File: config.mk
export PLATFORM = sky130hd
export DESIGN_NAME = ps2_rx_fifo
export DESIGN_NICKNAME = d
export VERILOG_FILES = /design/src/rtl/ps2_pkg.sv /design/src/rtl/ps2_input_filter.sv /design/src/rtl/ps2_rx_fifo.sv
export SDC_FILE = /design/constraint.sdc
export NUM_CORES = 1
export LEC_CHECK = 0
export BUFFER_PORTS_ARGS = -buffer_cell sky130_fd_sc_hd__buf_2
export CAP_MARGIN = 20
export CORE_MARGIN = 2
export CORE_UTILIZATION = 55
export DETAILED_ROUTE_END_ITERATION = 16
export PLACE_DENSITY = 0.72
export SKIP_LAST_GASP = 1
export SLEW_MARGIN = 20
export SYNTH_ARGS = -nofsm -noshare
export SYNTH_HDL_FRONTEND = slang
export SYNTH_SLANG_ARGS = --single-unit
File: constraint.sdc
create_clock -name clk -period 4 [get_ports clk]
set_input_delay 0.8 -clock clk [delete_from_list [all_inputs] [get_ports clk]]
set_output_delay 0.8 -clock clk [all_outputs]
set_load 0.02 [all_outputs]
File: src/rtl/ps2_pkg.sv
// Shared types and constants for the PS/2 receive path.
package ps2_pkg;
  typedef enum logic [1:0] {IDLE, DATA, PARITY, STOP} state_t;

  localparam int   PS2_DATA_BITS  = 8;
  localparam logic PS2_IDLE_LEVEL = 1'b1;

  // Odd parity: data byte plus parity bit must hold an odd number of ones.
  function automatic logic odd_parity_ok(input logic [7:0] b, input logic p);
    return ^{b, p};
  endfunction
endpackage

File: src/rtl/ps2_input_filter.sv
// Two-flop synchroniser followed by a run-length glitch filter on one PS/2 line.
module ps2_input_filter
  import ps2_pkg::*;
#(
  parameter int FILTER_LEN = 4
) (
  input  logic clk,
  input  logic rst_n,
  input  logic raw,
  output logic filt
);
  localparam int CW = $clog2(FILTER_LEN + 1);

  logic          s1, s2;
  logic [CW-1:0] cnt;

  // cnt counts consecutive synchronised samples that disagree with filt.
  always_ff @(posedge clk or negedge rst_n) begin
    if (!rst_n) begin
      s1   <= PS2_IDLE_LEVEL;
      s2   <= PS2_IDLE_LEVEL;
      filt <= PS2_IDLE_LEVEL;
      cnt  <= '0;
    end else begin
      s1 <= raw;
      s2 <= s1;
      if (s2 == filt) begin
        cnt <= '0;
      end else if (cnt == CW'(FILTER_LEN - 1)) begin
        filt <= s2;
        cnt  <= '0;
      end else begin
        cnt <= cnt + 1'b1;
      end
    end
  end
endmodule

File: src/rtl/ps2_rx_fifo.sv
// PS/2 device-to-host receiver: filtered inputs, frame FSM with parity/stop/timeout
// checks, show-ahead receive FIFO and sticky error flags with interrupt.
module ps2_rx_fifo
  import ps2_pkg::*;
#(
  parameter int FILTER_LEN     = 4,
  parameter int FIFO_DEPTH     = 8,
  parameter int TIMEOUT_CYCLES = 20000
) (
  input  logic                            clk,
  input  logic                            rst_n,
  input  logic                            ps2_clk,
  input  logic                            ps2_data,
  input  logic                            rd_en,
  input  logic                            int_clear,
  output logic [7:0]                      data,
  output logic                            valid,
  output logic [$clog2(FIFO_DEPTH+1)-1:0] count,
  output logic                            irq,
  output logic                            parity_err,
  output logic                            frame_err,
  output logic                            overflow
);
  localparam int AW = $clog2(FIFO_DEPTH);
  localparam int CW = $clog2(FIFO_DEPTH + 1);
  localparam int TW = $clog2(TIMEOUT_CYCLES + 1);

  logic clk_f, dat_f, clk_q, fall;

  ps2_input_filter #(.FILTER_LEN(FILTER_LEN)) u_clk_filt (
    .clk(clk), .rst_n(rst_n), .raw(ps2_clk), .filt(clk_f));
  ps2_input_filter #(.FILTER_LEN(FILTER_LEN)) u_dat_filt (
    .clk(clk), .rst_n(rst_n), .raw(ps2_data), .filt(dat_f));

  assign fall = clk_q & ~clk_f;

  state_t          state, nstate;
  logic [2:0]      bit_cnt;
  logic [7:0]      shreg;
  logic            par_bit;
  logic [TW-1:0]   tcnt;
  logic            timeout, push, perr_set, ferr_set;

  assign timeout = (state != IDLE) && !fall && (tcnt == TW'(TIMEOUT_CYCLES - 1));

  always_comb begin
    nstate   = state;
    push     = 1'b0;
    perr_set = 1'b0;
    ferr_set = 1'b0;
    if (timeout) begin
      nstate   = IDLE;
      ferr_set = 1'b1;
    end else if (fall) begin
      case (state)
        IDLE:   if (!dat_f) nstate = DATA;
        DATA:   if (bit_cnt == 3'(PS2_DATA_BITS - 1)) nstate = PARITY;
        PARITY: nstate = STOP;
        STOP: begin
          nstate = IDLE;
          // Parity is judged before the stop bit.
          if (!odd_parity_ok(shreg, par_bit)) perr_set = 1'b1;
          else if (dat_f)                     push     = 1'b1;
          else                                ferr_set = 1'b1;
        end
        default: nstate = IDLE;
      endcase
    end
  end

  always_ff @(posedge clk or negedge rst_n) begin
    if (!rst_n) begin
      state   <= IDLE;
      clk_q   <= PS2_IDLE_LEVEL;
      bit_cnt <= '0;
      shreg   <= '0;
      par_bit <= 1'b0;
      tcnt    <= '0;
    end else begin
      state <= nstate;
      clk_q <= clk_f;
      if (fall) begin
        case (state)
          IDLE:    bit_cnt <= '0;
          DATA: begin
            shreg   <= {dat_f, shreg[7:1]};
            bit_cnt <= bit_cnt + 1'b1;
          end
          PARITY:  par_bit <= dat_f;
          default: ;
        endcase
      end
      if (state == IDLE || fall || timeout) tcnt <= '0;
      else                                  tcnt <= tcnt + 1'b1;
    end
  end

  // Receive FIFO
  logic [7:0]    mem [FIFO_DEPTH];
  logic [AW-1:0] wptr, rptr;
  logic          pop, full, do_push, ovf_set;

  assign valid   = (count != '0);
  assign full    = (count == CW'(FIFO_DEPTH));
  assign pop     = rd_en & valid;
  assign do_push = push & (~full | pop);
  assign ovf_set = push & full & ~pop;
  assign data    = valid ? mem[rptr] : 8'h00;

  always_ff @(posedge clk) begin
    if (do_push) mem[wptr] <= shreg;
  end

  always_ff @(posedge clk or negedge rst_n) begin
    if (!rst_n) begin
      wptr       <= '0;
      rptr       <= '0;
      count      <= '0;
      irq        <= 1'b0;
      parity_err <= 1'b0;
      frame_err  <= 1'b0;
      overflow   <= 1'b0;
    end else begin
      if (do_push) wptr <= wptr + 1'b1;
      if (pop)     rptr <= rptr + 1'b1;
      case ({do_push, pop})
        2'b10:   count <= count + 1'b1;
        2'b01:   count <= count - 1'b1;
        default: ;
      endcase
      // Set events win over a coincident clear.
      parity_err <= perr_set | (parity_err & ~int_clear);
      frame_err  <= ferr_set | (frame_err & ~int_clear);
      overflow   <= ovf_set  | (overflow & ~int_clear);
      irq        <= do_push | perr_set | ferr_set | ovf_set | (irq & ~int_clear);
    end
  end
endmodule

-- After elaboration in Yosys (flattened, before gate mapping)
Memory sizes are Yosys's and may differ from the RTL's.
Cells that the tools add are included.
Widths: inputs -> output; s select.
- register bits after elaboration: 56
- RAM bits: 64
- word-level logic and storage cells: 114
- memories: 1
- memories (name ; depth ; width ; rd ports ; clocked after Yosys merged registers in ; write ports ; line ; text):
    mem ; 8 ; 8 ; 1 ; 0 ; 1 ; ps2_rx_fifo.sv:99 ; logic [7:0] mem [FIFO_DEPTH];
- add/subtract/negate cells: 8
- equal/unequal tests: 14
- multiplexer cells: 29
- bitwise logic cells: 23
- reductions and logical operators: 18
- operator list (kind ; number):
    $mux 1 ; 16
    $add 15x1->15 const B ; 1
    $add 3x1->3 const B ; 5
    $eq 15x15->1 const B ; 1
    $mux 15 ; 1
    $mux 3 ; 4
    $reduce_and 2->1 ; 5
    $and 1x1->1 ; 9
    $reduce_xor 9->1 ; 1
    $mux 2 ; 4
    $mux 8 ; 1
    $or 1x1->1 ; 8
    $pmux 2 s4 ; 1
    $pmux 4 s2 ; 1
    $reduce_bool 2->1 ; 4
    $eq 2x2->1 const B ; 3
    $eq 3x2->1 const B ; 2
    $ne 3x3->1 const B ; 2
    $not 1->1 ; 6
    $pmux 3 s2 ; 1
    $add 4x1->4 const B ; 1
    $eq 2x1->1 const B ; 2
    $eq 4x4->1 const B ; 1
    $reduce_bool 4->1 ; 1
    other kinds (8) ; 11

-- Depth between registers and ports, before layout
Gate-level depths: netlist of the first run.
- depth after elaboration: 11
- depth in mapped cells: 12
- mapped depth without buffers: 11

-- Modules after synthesis
Synthesis of the first run repeated with hierarchy kept, for this count alone.
- cells, all modules: 335
- area, all modules: 5136.2 um^2
- modules (own cells, without submodules) (module ; times used ; cells each ; area each (um^2) ; sequential area each (um^2)):
    ps2_rx_fifo ; 1 ; 309 ; 4695.8 ; 3024.2
    ps2_input_filter ; 2 ; 13 ; 220.2 ; 153.9

-- Least setup slack after synthesis of the first run
Ideal clock, no wire load.
- path type: register to register
- start point: reg shreg[0]
- end point: reg count[3]
- library setup time: 0.083 ns
- arrival time: 2.760 ns
- required time: 3.917 ns
- slack: 1.157 ns
- cell stages (with the launch flop): 13
- buffers on the path: 1
- period minus slack after synthesis: 2.843 ns
- path through: dfrtp_1 xnor3_4 nand4b_1 mux2i_4 buf_6 nand2b_1 inv_1 ha_1 a21o_1 a21oi_1 and3b_1 mux2i_1 o22ai_1
- longest elaborated chain between the ends: 8
- elaborated cells on any way between the ends: 10
- RTL lines (item ; line ; text):
    start: declaration ; ps2_rx_fifo.sv:39 ; logic [7:0] shreg;
    start signal: assignment ; ps2_rx_fifo.sv:86 ; shreg <= {dat_f, shreg[7:1]};
    $reduce_xor 9->1 (*) ; ps2_pkg.sv:10 ; return ^{b, p};
    $mux 1 (*) ; ps2_rx_fifo.sv:62 ; if (!odd_parity_ok(shreg, par_bit)) perr_set = 1'b1;
    $mux 1 (*) ; ps2_rx_fifo.sv:55 ; case (state)
    $mux 1 (*) ; ps2_rx_fifo.sv:54 ; end else if (fall) begin
    $mux 1 (*) ; ps2_rx_fifo.sv:51 ; if (timeout) begin
    $and 1x1->1 (*) ; ps2_rx_fifo.sv:106 ; assign do_push = push & (~full | pop);
    $eq 2x1->1 / $eq 2x2->1 (equally long branches) ; ps2_rx_fifo.sv:126 ; case ({do_push, pop})
    $pmux 4 s2 / $reduce_bool 2->1 (equally long branches) ; n/a ;
    end signal: assignment ; ps2_rx_fifo.sv:127 ; 2'b10: count <= count + 1'b1;
    end signal: assignment ; ps2_rx_fifo.sv:128 ; 2'b01: count <= count - 1'b1;
    end: declaration ; ps2_rx_fifo.sv:18 ; output logic [$clog2(FIFO_DEPTH+1)-1:0] count,
Every way passes the cells marked *; elsewhere a longest branch is shown, timed or not.
A chain may end at the register's enable or synchronous reset.

-- Final worst setup path of the first run
- start point: reg shreg[1]
- end point: reg count[3]
The elaborated chain is that of the path after synthesis.

==> key figures, run 1 <==
Critical path
  – Buffers & Inverters on Critical Path: 1
  – Worst Setup End Kind: register
  – Dominant delay contributor by cell family on the critical path: XOR/XNOR gates
  – Cell with the biggest individual delay on the critical path: sky130_fd_sc_hd__dfrtp_1
  – Kind of critical path: reg2reg
  – Worst Reg-to-Reg Cells: 11
  – Startpoint of the most critical register-to-register path: shreg[1]$_DFFE_PN0P_
  – Cell-by-cell trace of the critical path: xor2_1 -> xnor3_2 -> mux2i_4 -> nand2b_1 -> inv_1 -> ha_1 -> a21o_1 -> a21oi_1 -> and3b_1 -> mux2i_1 -> o22ai_1
  – Startpoint type of the worst setup path: register
  – Largest stage delay, worst path: roughly 0.54 ns
  – Capture instance of the worst register-to-register path: count[3]$_DFFE_PN0P_
  – Register-to-register setup slack: 0.76 ns
  – Max Fanout on Critical Path: 12
  – Signal arrival time at the worst endpoint: 3.67 ns
  – Required arrival time at the worst endpoint: 4.43 ns

Synthesis
  – Share of the synthesized area in the top cell type: 0.3696
  – Post-synthesis instance area: 5200 sq um
  – Post-synthesis average cell area: 14.94 sq um
  – Synth top area cells: sky130_fd_sc_hd__edfxtp_1 (37%), sky130_fd_sc_hd__dfrtp_1 (24%), sky130_fd_sc_hd__mux4_2 (6.9%)
  – Sequential share of the synthesized area: 0.6408
  – Library cell occupying the most area in the post-synthesis netlist: sky130_fd_sc_hd__edfxtp_1
  – YS warnings: 0
  – Gate count after technology mapping: 348
  – Syn_nets: between 300 and 400
  – Distinct cell type count after synthesis: 48
  – Number of flip-flops and latches in the synthesized netlist: 120
  – Async set-or-reset flop fraction in the synthesized netlist: 0.4667
  – Post-synth EDFFs: 64
  – Top_reg_cell synth: sky130_fd_sc_hd__edfxtp_1

Floorplan
  – Die Width: 101.2 um
  – DIE AREA: 10250 sq um
  – Die Height: 101.2 um
  – Initial Util: 0.5654
  – Number of top-level pins: 23
  – Core outline area: 9196 sq um
  – # rows: 35

STA
  – Fin. Hold Viols: 0
  – Setup violations, final: 0
  – Final Critical Period: 3.242 ns
  – Unrepaired setup endpoints after global routing: no
  – Final Cycle Share: 0.8105
  – Pins over their slew limit: 0
  – Worst-margin pin slew: 0.8137 ns
  – Minimum setup slack in the final design: 0.7578 ns
  – Final TNS setup: 0 ns
  – Fmax achieved: between 0.3 and 0.4 GHz
  – Rel. slew slack: 0.4576
  – Clock skew: 0.008963 ns

Pwr
  – Worst ir drop on vdd: 0.4180 mV
  – Switching pwr: 1.434 mW
  – Proportion of power drawn by flip-flops and latches: 0.392
  – Clock network fraction of design power: 0.353
  – Total power draw: around 4.5 mW
  – Cell Int Power: 3.099 mW
  – Power density cells: 742.9 nW/um^2
  – Total leakage power: 2.500 nW
  – Switching Fraction: 0.3164
  – Relative contribution of combinational cells to total power: 0.255

Final layout
  – Most common library cell in the layout ignoring fill and taps: sky130_fd_sc_hd__edfxtp_1
  – Finished Layout Cells: between 500 and 600
  – Antenna diode count: 0
  – Layout area overhead: 17.32%
  – Final design utilization: 0.6634
  – Final-stage net count: 408
  – Top library cells by usage in the layout, fill and taps aside: sky130_fd_sc_hd__edfxtp_1 (64), sky130_fd_sc_hd__dfrtp_1 (49), sky130_fd_sc_hd__nor2_1 (28)
  – Fraction of final layout cells sized beyond drive strength 1: 0.2743

Clock tree
  – Sinks on Clock Net: 120
  – Clock Tree Buf Depth: 2
  – Post-cts sizing count: 0
  – Setup fix buffers added after clock tree synthesis: 0
  – Clock latency at the later pin of the worst-skew pair: 0.51 ns
  – Number of H-tree levels: 4
  – Cts-stage hold buffer count: 0
  – Total CTS buffers: 17
  – Cell at the root of the clock tree: sky130_fd_sc_hd__clkbuf_8
  – Clock tree from TritonCTS: built
  – Clock Pin Slew Worst Setup and Hold Paths: 0.06 ns

GRT
  – Global routing usage summed across all routing layers: 0.1947
  – Initial antenna violation count: 0
  – Vias in the first global route: between 2000 and 3000
  – First-pass GRT wire length: 14710 um
  – Pin count of the biggest net entering global routing: 32
  – Sum of overflow across all layers after global routing: 0

Placement
  – Placer congestion estimate: 0.7835
  – Post-placement cell count: between 400 and 500
  – Port buffer count: 22
  – Worst-case setup slack after placement: between 0.7 and 0.8 ns
  – Detailed Place HPWL: around 5700 um

Run
  – Total of max-cap violations: 0

Detailed routing
  – DR WL/cell: around 17 um
  – Wire length reported by the detailed router: between 8000 and 9000 um
  – Vias/cell: ~5.6
  – Pre-antenna DRT Iters: 4
  – Number of remaining DRC errors: 0
  – Number of nets with antenna violations after detailed routing: 0
  – 1st-iter DRT viols: 157
  – Vias after detailed routing: 2854

Worst hold path
  – Class of the tightest hold or removal check: in2async

Outcome
  – Run status: completed
## routing by layer
layer  GRT usage  up-vias  part of all wire
li1            -     1362                 -
met5           0        -                 0
met4     0.07796        0             0.014
met2      0.3194       34              0.50
met1      0.2537     1447              0.46
met3     0.04555       11             0.022
## power by group through the flow
stage                     registers, mW  logic, mW  clock network, mW
final                              1.78       1.16               1.60
after floorplan                    1.69      0.964                  0
after CTS                          1.78       1.18               1.62
after global placement             1.79       1.14                  0
after global routing               1.81       1.29               1.68
after detailed placement           1.81       1.16                  0
## logic make-up after synthesis
family / count (synthesis) / synth area share
AOI/OAI and AO/OA: 18 / 0.02334
xor gates and xnor gates: 26 / 0.05005
adders and majority gates: 14 / 0.03513
buffers and inverters: 26 / 0.02262
DFF: 120 / 0.6408
muxes: 45 / 0.1309
and+or+nand+nor: 99 / 0.09721
## stage by stage
stage	cell area, sq um	hold WS, ns
floorplan	5200	0.3452
global placement	5473	0.3454
detailed placement	5473	0.3485
CTS	6101	0.3386
global route	6101	0.3603
finish	6101	0.3300
## cell type report
type | count | area [sq um]
fillers | 665 | 3095
inverters | 14 | 52.55
flip-flops and latches | 120 | 3332
clock inverters | 15 | 214.0
clock buffers | 17 | 414.1
well taps | 111 | 138.9
multi-input cells | 202 | 1757
repair buffers | 33 | 192.7
## registers in the layout, indices dropped and copies added (netlist names)
signal and count:
mem 64, tcnt 15, shreg 8, count 4, bit_cnt 3, rptr 3, u_clk_filt.cnt 3, u_dat_filt.cnt 3
wptr 3, state 2, clk_q 1, frame_err 1, irq 1, overflow 1, par_bit 1, parity_err 1
u_clk_filt.filt 1, u_clk_filt.s1 1, u_clk_filt.s2 1, u_dat_filt.filt 1, u_dat_filt.s1 1, u_dat_filt.s2 1
## cell usage after synthesis (all sizes together), types with 10 or more instances
| library cell | count |
|---|---|
| dfrtp | 49 |
| ha | 13 |
| mux2 | 14 |
| xor2 | 10 |
| nor2 | 28 |
| nand2 | 18 |
| xnor2 | 14 |
| inv | 14 |
| edfxtp | 64 |
| mux4 | 16 |
| nor3 | 12 |
| mux2i | 15 |
## how the worst max path moves through the flow
stage                    startpoint              endpoint  slack [ns]  cells past startpoint
2_1_floorplan  shreg[0]$_DFFE_PN0P_  count[3]$_DFFE_PN0P_        1.16                     12
3_3_place_gp   shreg[0]$_DFFE_PN0P_  count[3]$_DFFE_PN0P_        0.91                     11
3_5_place_dp   shreg[0]$_DFFE_PN0P_  count[3]$_DFFE_PN0P_        0.76                     11
4_1_cts         rptr[0]$_DFFE_PN0P_               data[1]        0.70                      5
5_1_grt        shreg[1]$_DFFE_PN0P_  count[3]$_DFFE_PN0P_        0.53                     11
6_report       shreg[1]$_DFFE_PN0P_  count[3]$_DFFE_PN0P_        0.76                     11
## worst reg2reg max path, delay by kind of cell, from the launching register on
family	cells	cell delay [ns]
xor+xnor	2	0.71
compound gates	3	0.63
flops	1	0.54
mux	2	0.51
simple gates	2	0.42
fa+ha+maj	1	0.28
buf+inv	1	0.07
Power figures use the tool's default switching activity.
==> inputs of run 2 (changes only) <==
--- a/config.mk
+++ b/config.mk
@@ -10,7 +10,7 @@
 export CORE_MARGIN = 2
 export CORE_UTILIZATION = 55
 export DETAILED_ROUTE_END_ITERATION = 16
-export PLACE_DENSITY = 0.72
+export PLACE_DENSITY = 0.75
 export SKIP_LAST_GASP = 1
 export SLEW_MARGIN = 20
 export SYNTH_ARGS = -nofsm -noshare
==> constraint.sdc (replaced) <==
create_clock -name clk -period 2.7 [get_ports clk]
set_input_delay 0.54 -clock clk [delete_from_list [all_inputs] [get_ports clk]]
set_output_delay 0.54 -clock clk [all_outputs]
set_load 0.02 [all_outputs]
==> key figures, run 2 (synthesized netlist as in run 1, its figures left out) <==
Outcome
  – Run status: completed

Final layout
  – Top library cells by usage in the layout, fill and taps aside: sky130_fd_sc_hd__edfxtp_1 (64), sky130_fd_sc_hd__dfrtp_1 (46), sky130_fd_sc_hd__nor2_1 (28)
  – Register name with the most flops: mem
  – Most common library cell in the layout ignoring fill and taps: sky130_fd_sc_hd__edfxtp_1
  – Largest registers in the final layout: mem (64), tcnt (15), shreg (8)
  – Number of flip-flops under the largest register name: 64
  – Finished Layout Cells: 520
  – Layout area overhead: 18.96%
  – Fillers: 628
  – Final-stage net count: between 400 and 500
  – Antenna diode count: 0
  – Fraction of final layout cells sized beyond drive strength 1: 0.3081

Critical path
  – Register-to-register setup slack: 0.19 ns
  – Kind of critical path: reg2out
  – Max Fanout on Critical Path: 18
  – Signal arrival time at the worst endpoint: 2.03 ns
  – Startpoint of the most critical register-to-register path: par_bit$_DFFE_PN0P_
  – Worst Setup End Kind: output port
  – Worst Reg-to-Reg Cells: 11
  – Startpoint type of the worst setup path: register
  – Required arrival time at the worst endpoint: 2.16 ns
  – Capture instance of the worst register-to-register path: count[3]$_DFFE_PN0P_

Floorplan
  – Die Height: 101.2 um
  – Core outline area: about 9000 sq um
  – Die Width: 101.2 um
  – DIE AREA: 10250 sq um
  – Initial Util: 0.5654
  – Number of top-level pins: 23
  – # rows: 35

Detailed routing
  – Vias/cell: 5.575
  – Wire length reported by the detailed router: 9146 um
  – DR WL/cell: approximately 18 um
  – Number of remaining DRC errors: 0
  – 1st-iter DRT viols: 160
  – Pre-antenna DRT Iters: 4
  – Vias after detailed routing: 2899
  – Number of nets with antenna violations after detailed routing: 0

STA
  – Final TNS setup: 0 ns
  – Fin. Hold Viols: 0
  – Clock skew: 0.007625 ns
  – Final Critical Period: about 2.6 ns
  – Setup violations, final: 0
  – Unrepaired setup endpoints after global routing: no
  – Minimum setup slack in the final design: 0.1320 ns
  – Worst-margin pin slew: approximately 0.7 ns
  – Fmax achieved: 0.3894 GHz
  – Rel. slew slack: 0.5323
  – Final Cycle Share: 0.9511
  – Pins over their slew limit: 0

Clock tree
  – Clock Pin Slew Worst Setup and Hold Paths: 0.06 ns
  – Clock Tree Buf Depth: 2
  – Total CTS buffers: 17
  – Cell at the root of the clock tree: sky130_fd_sc_hd__clkbuf_8
  – Cts-stage hold buffer count: 0
  – Sinks on Clock Net: 120
  – Clock tree from TritonCTS: built
  – Number of H-tree levels: 4
  – Clock latency at the later pin of the worst-skew pair: 0.51 ns

Pwr
  – Power density cells: ~1100 nW/um^2
  – Worst ir drop on vdd: 0.6077 mV
  – Total leakage power: 2.529 nW
  – Total power draw: just under 7 mW

Worst hold path
  – Hold Crit Start: ps2_data
  – Endpoint, Worst Hold: u_dat_filt.s1$_DFF_PN1_
  – Class of the tightest hold or removal check: in2reg
  – Hold Path Stages: 1

Placement
  – Post-placement cell count: between 400 and 500
  – Detailed Place HPWL: 5741 um
  – Placer congestion estimate: 0.7781
  – Worst-case setup slack after placement: 0.1235 ns
  – Port buffer count: 22

GRT
  – Global routing usage summed across all routing layers: 0.2021
  – First-pass GRT wire length: 15220 um
  – Vias in the first global route: 3007
  – Pin count of the biggest net entering global routing: 57
  – Initial antenna violation count: 0
  – Sum of overflow across all layers after global routing: 0

Run
  – Total of max-cap violations: 0
-- run 2: how the worst max path moves through the flow --
stage	startpoint	end	slack, ns	cells after the start
2_1_floorplan	shreg[2]$_DFFE_PN0P_	count[3]$_DFFE_PN0P_	0.005	12
3_3_place_gp	shreg[0]$_DFFE_PN0P_	count[3]$_DFFE_PN0P_	0.23	11
3_5_place_dp	shreg[0]$_DFFE_PN0P_	count[3]$_DFFE_PN0P_	0.12	11
4_1_cts	rptr[0]$_DFFE_PN0P_	data[2]	0.04	5
5_1_grt	shreg[1]$_DFFE_PN0P_	count[3]$_DFFE_PN0P_	0.006	11
6_report	rptr[0]$_DFFE_PN0P_	data[0]	0.13	5
-- run 2: area by class of cell --
class	instances	area [sq um]	share of cell area
Clock buffer	17	414.1	0.06695
Clock inverter	15	192.7	0.03115
Inverter	14	52.55	0.008495
Multi-Input combinational cell	202	1787	0.2888
Sequential cell	120	3336	0.5392
Tap cell	111	138.9	0.02245
Timing Repair Buffer	41	265.3	0.04288
-- run 2: what timing repair did --
| item | in CTS | in global routing |
|---|---|---|
| setup buffers | 0 | 0 |
| endpoints found under the setup margin | 8 | 5 |
| gates resized for setup | 2 | 4 |
| pin swaps | 0 | 0 |
-- run 2: worst max-delay path, cell delays in order (launching register included) --
cell and delay (ns):
sky130_fd_sc_hd__dfrtp_1 0.37, sky130_fd_sc_hd__buf_12 0.20, sky130_fd_sc_hd__mux4_2 0.51, sky130_fd_sc_hd__mux2i_1 0.20, sky130_fd_sc_hd__nor2_1 0.07, sky130_fd_sc_hd__buf_2 0.16
-- run 2: per-layer routing --
layer | share of wire | global-route usage | vias up
li1 | - | - | 1380
met1 | 0.45 | 0.2528 | 1463
met2 | 0.51 | 0.3383 | 45
met3 | 0.027 | 0.05452 | 11
met4 | 0.014 | 0.08004 | 0
met5 | 0 | 0 | -
-- run 2: power by group --
group	internal, mW	switching, mW	total, mW
Sequential	2.24	0.317	2.56
Clock	1.43	0.863	2.29
Combinational	0.909	0.983	1.89
-- run 2: stage by stage --
step	hold slack, ns	instance area (sq um)	utilization
after floorplan	0.2444	5230	-
after global placement	0.3469	5563	0.6049
after detailed placement	0.3504	5563	0.6049
after CTS	0.09682	6175	0.6714
after global routing	0.09276	6186	0.6727
final	0.1197	6186	0.6727
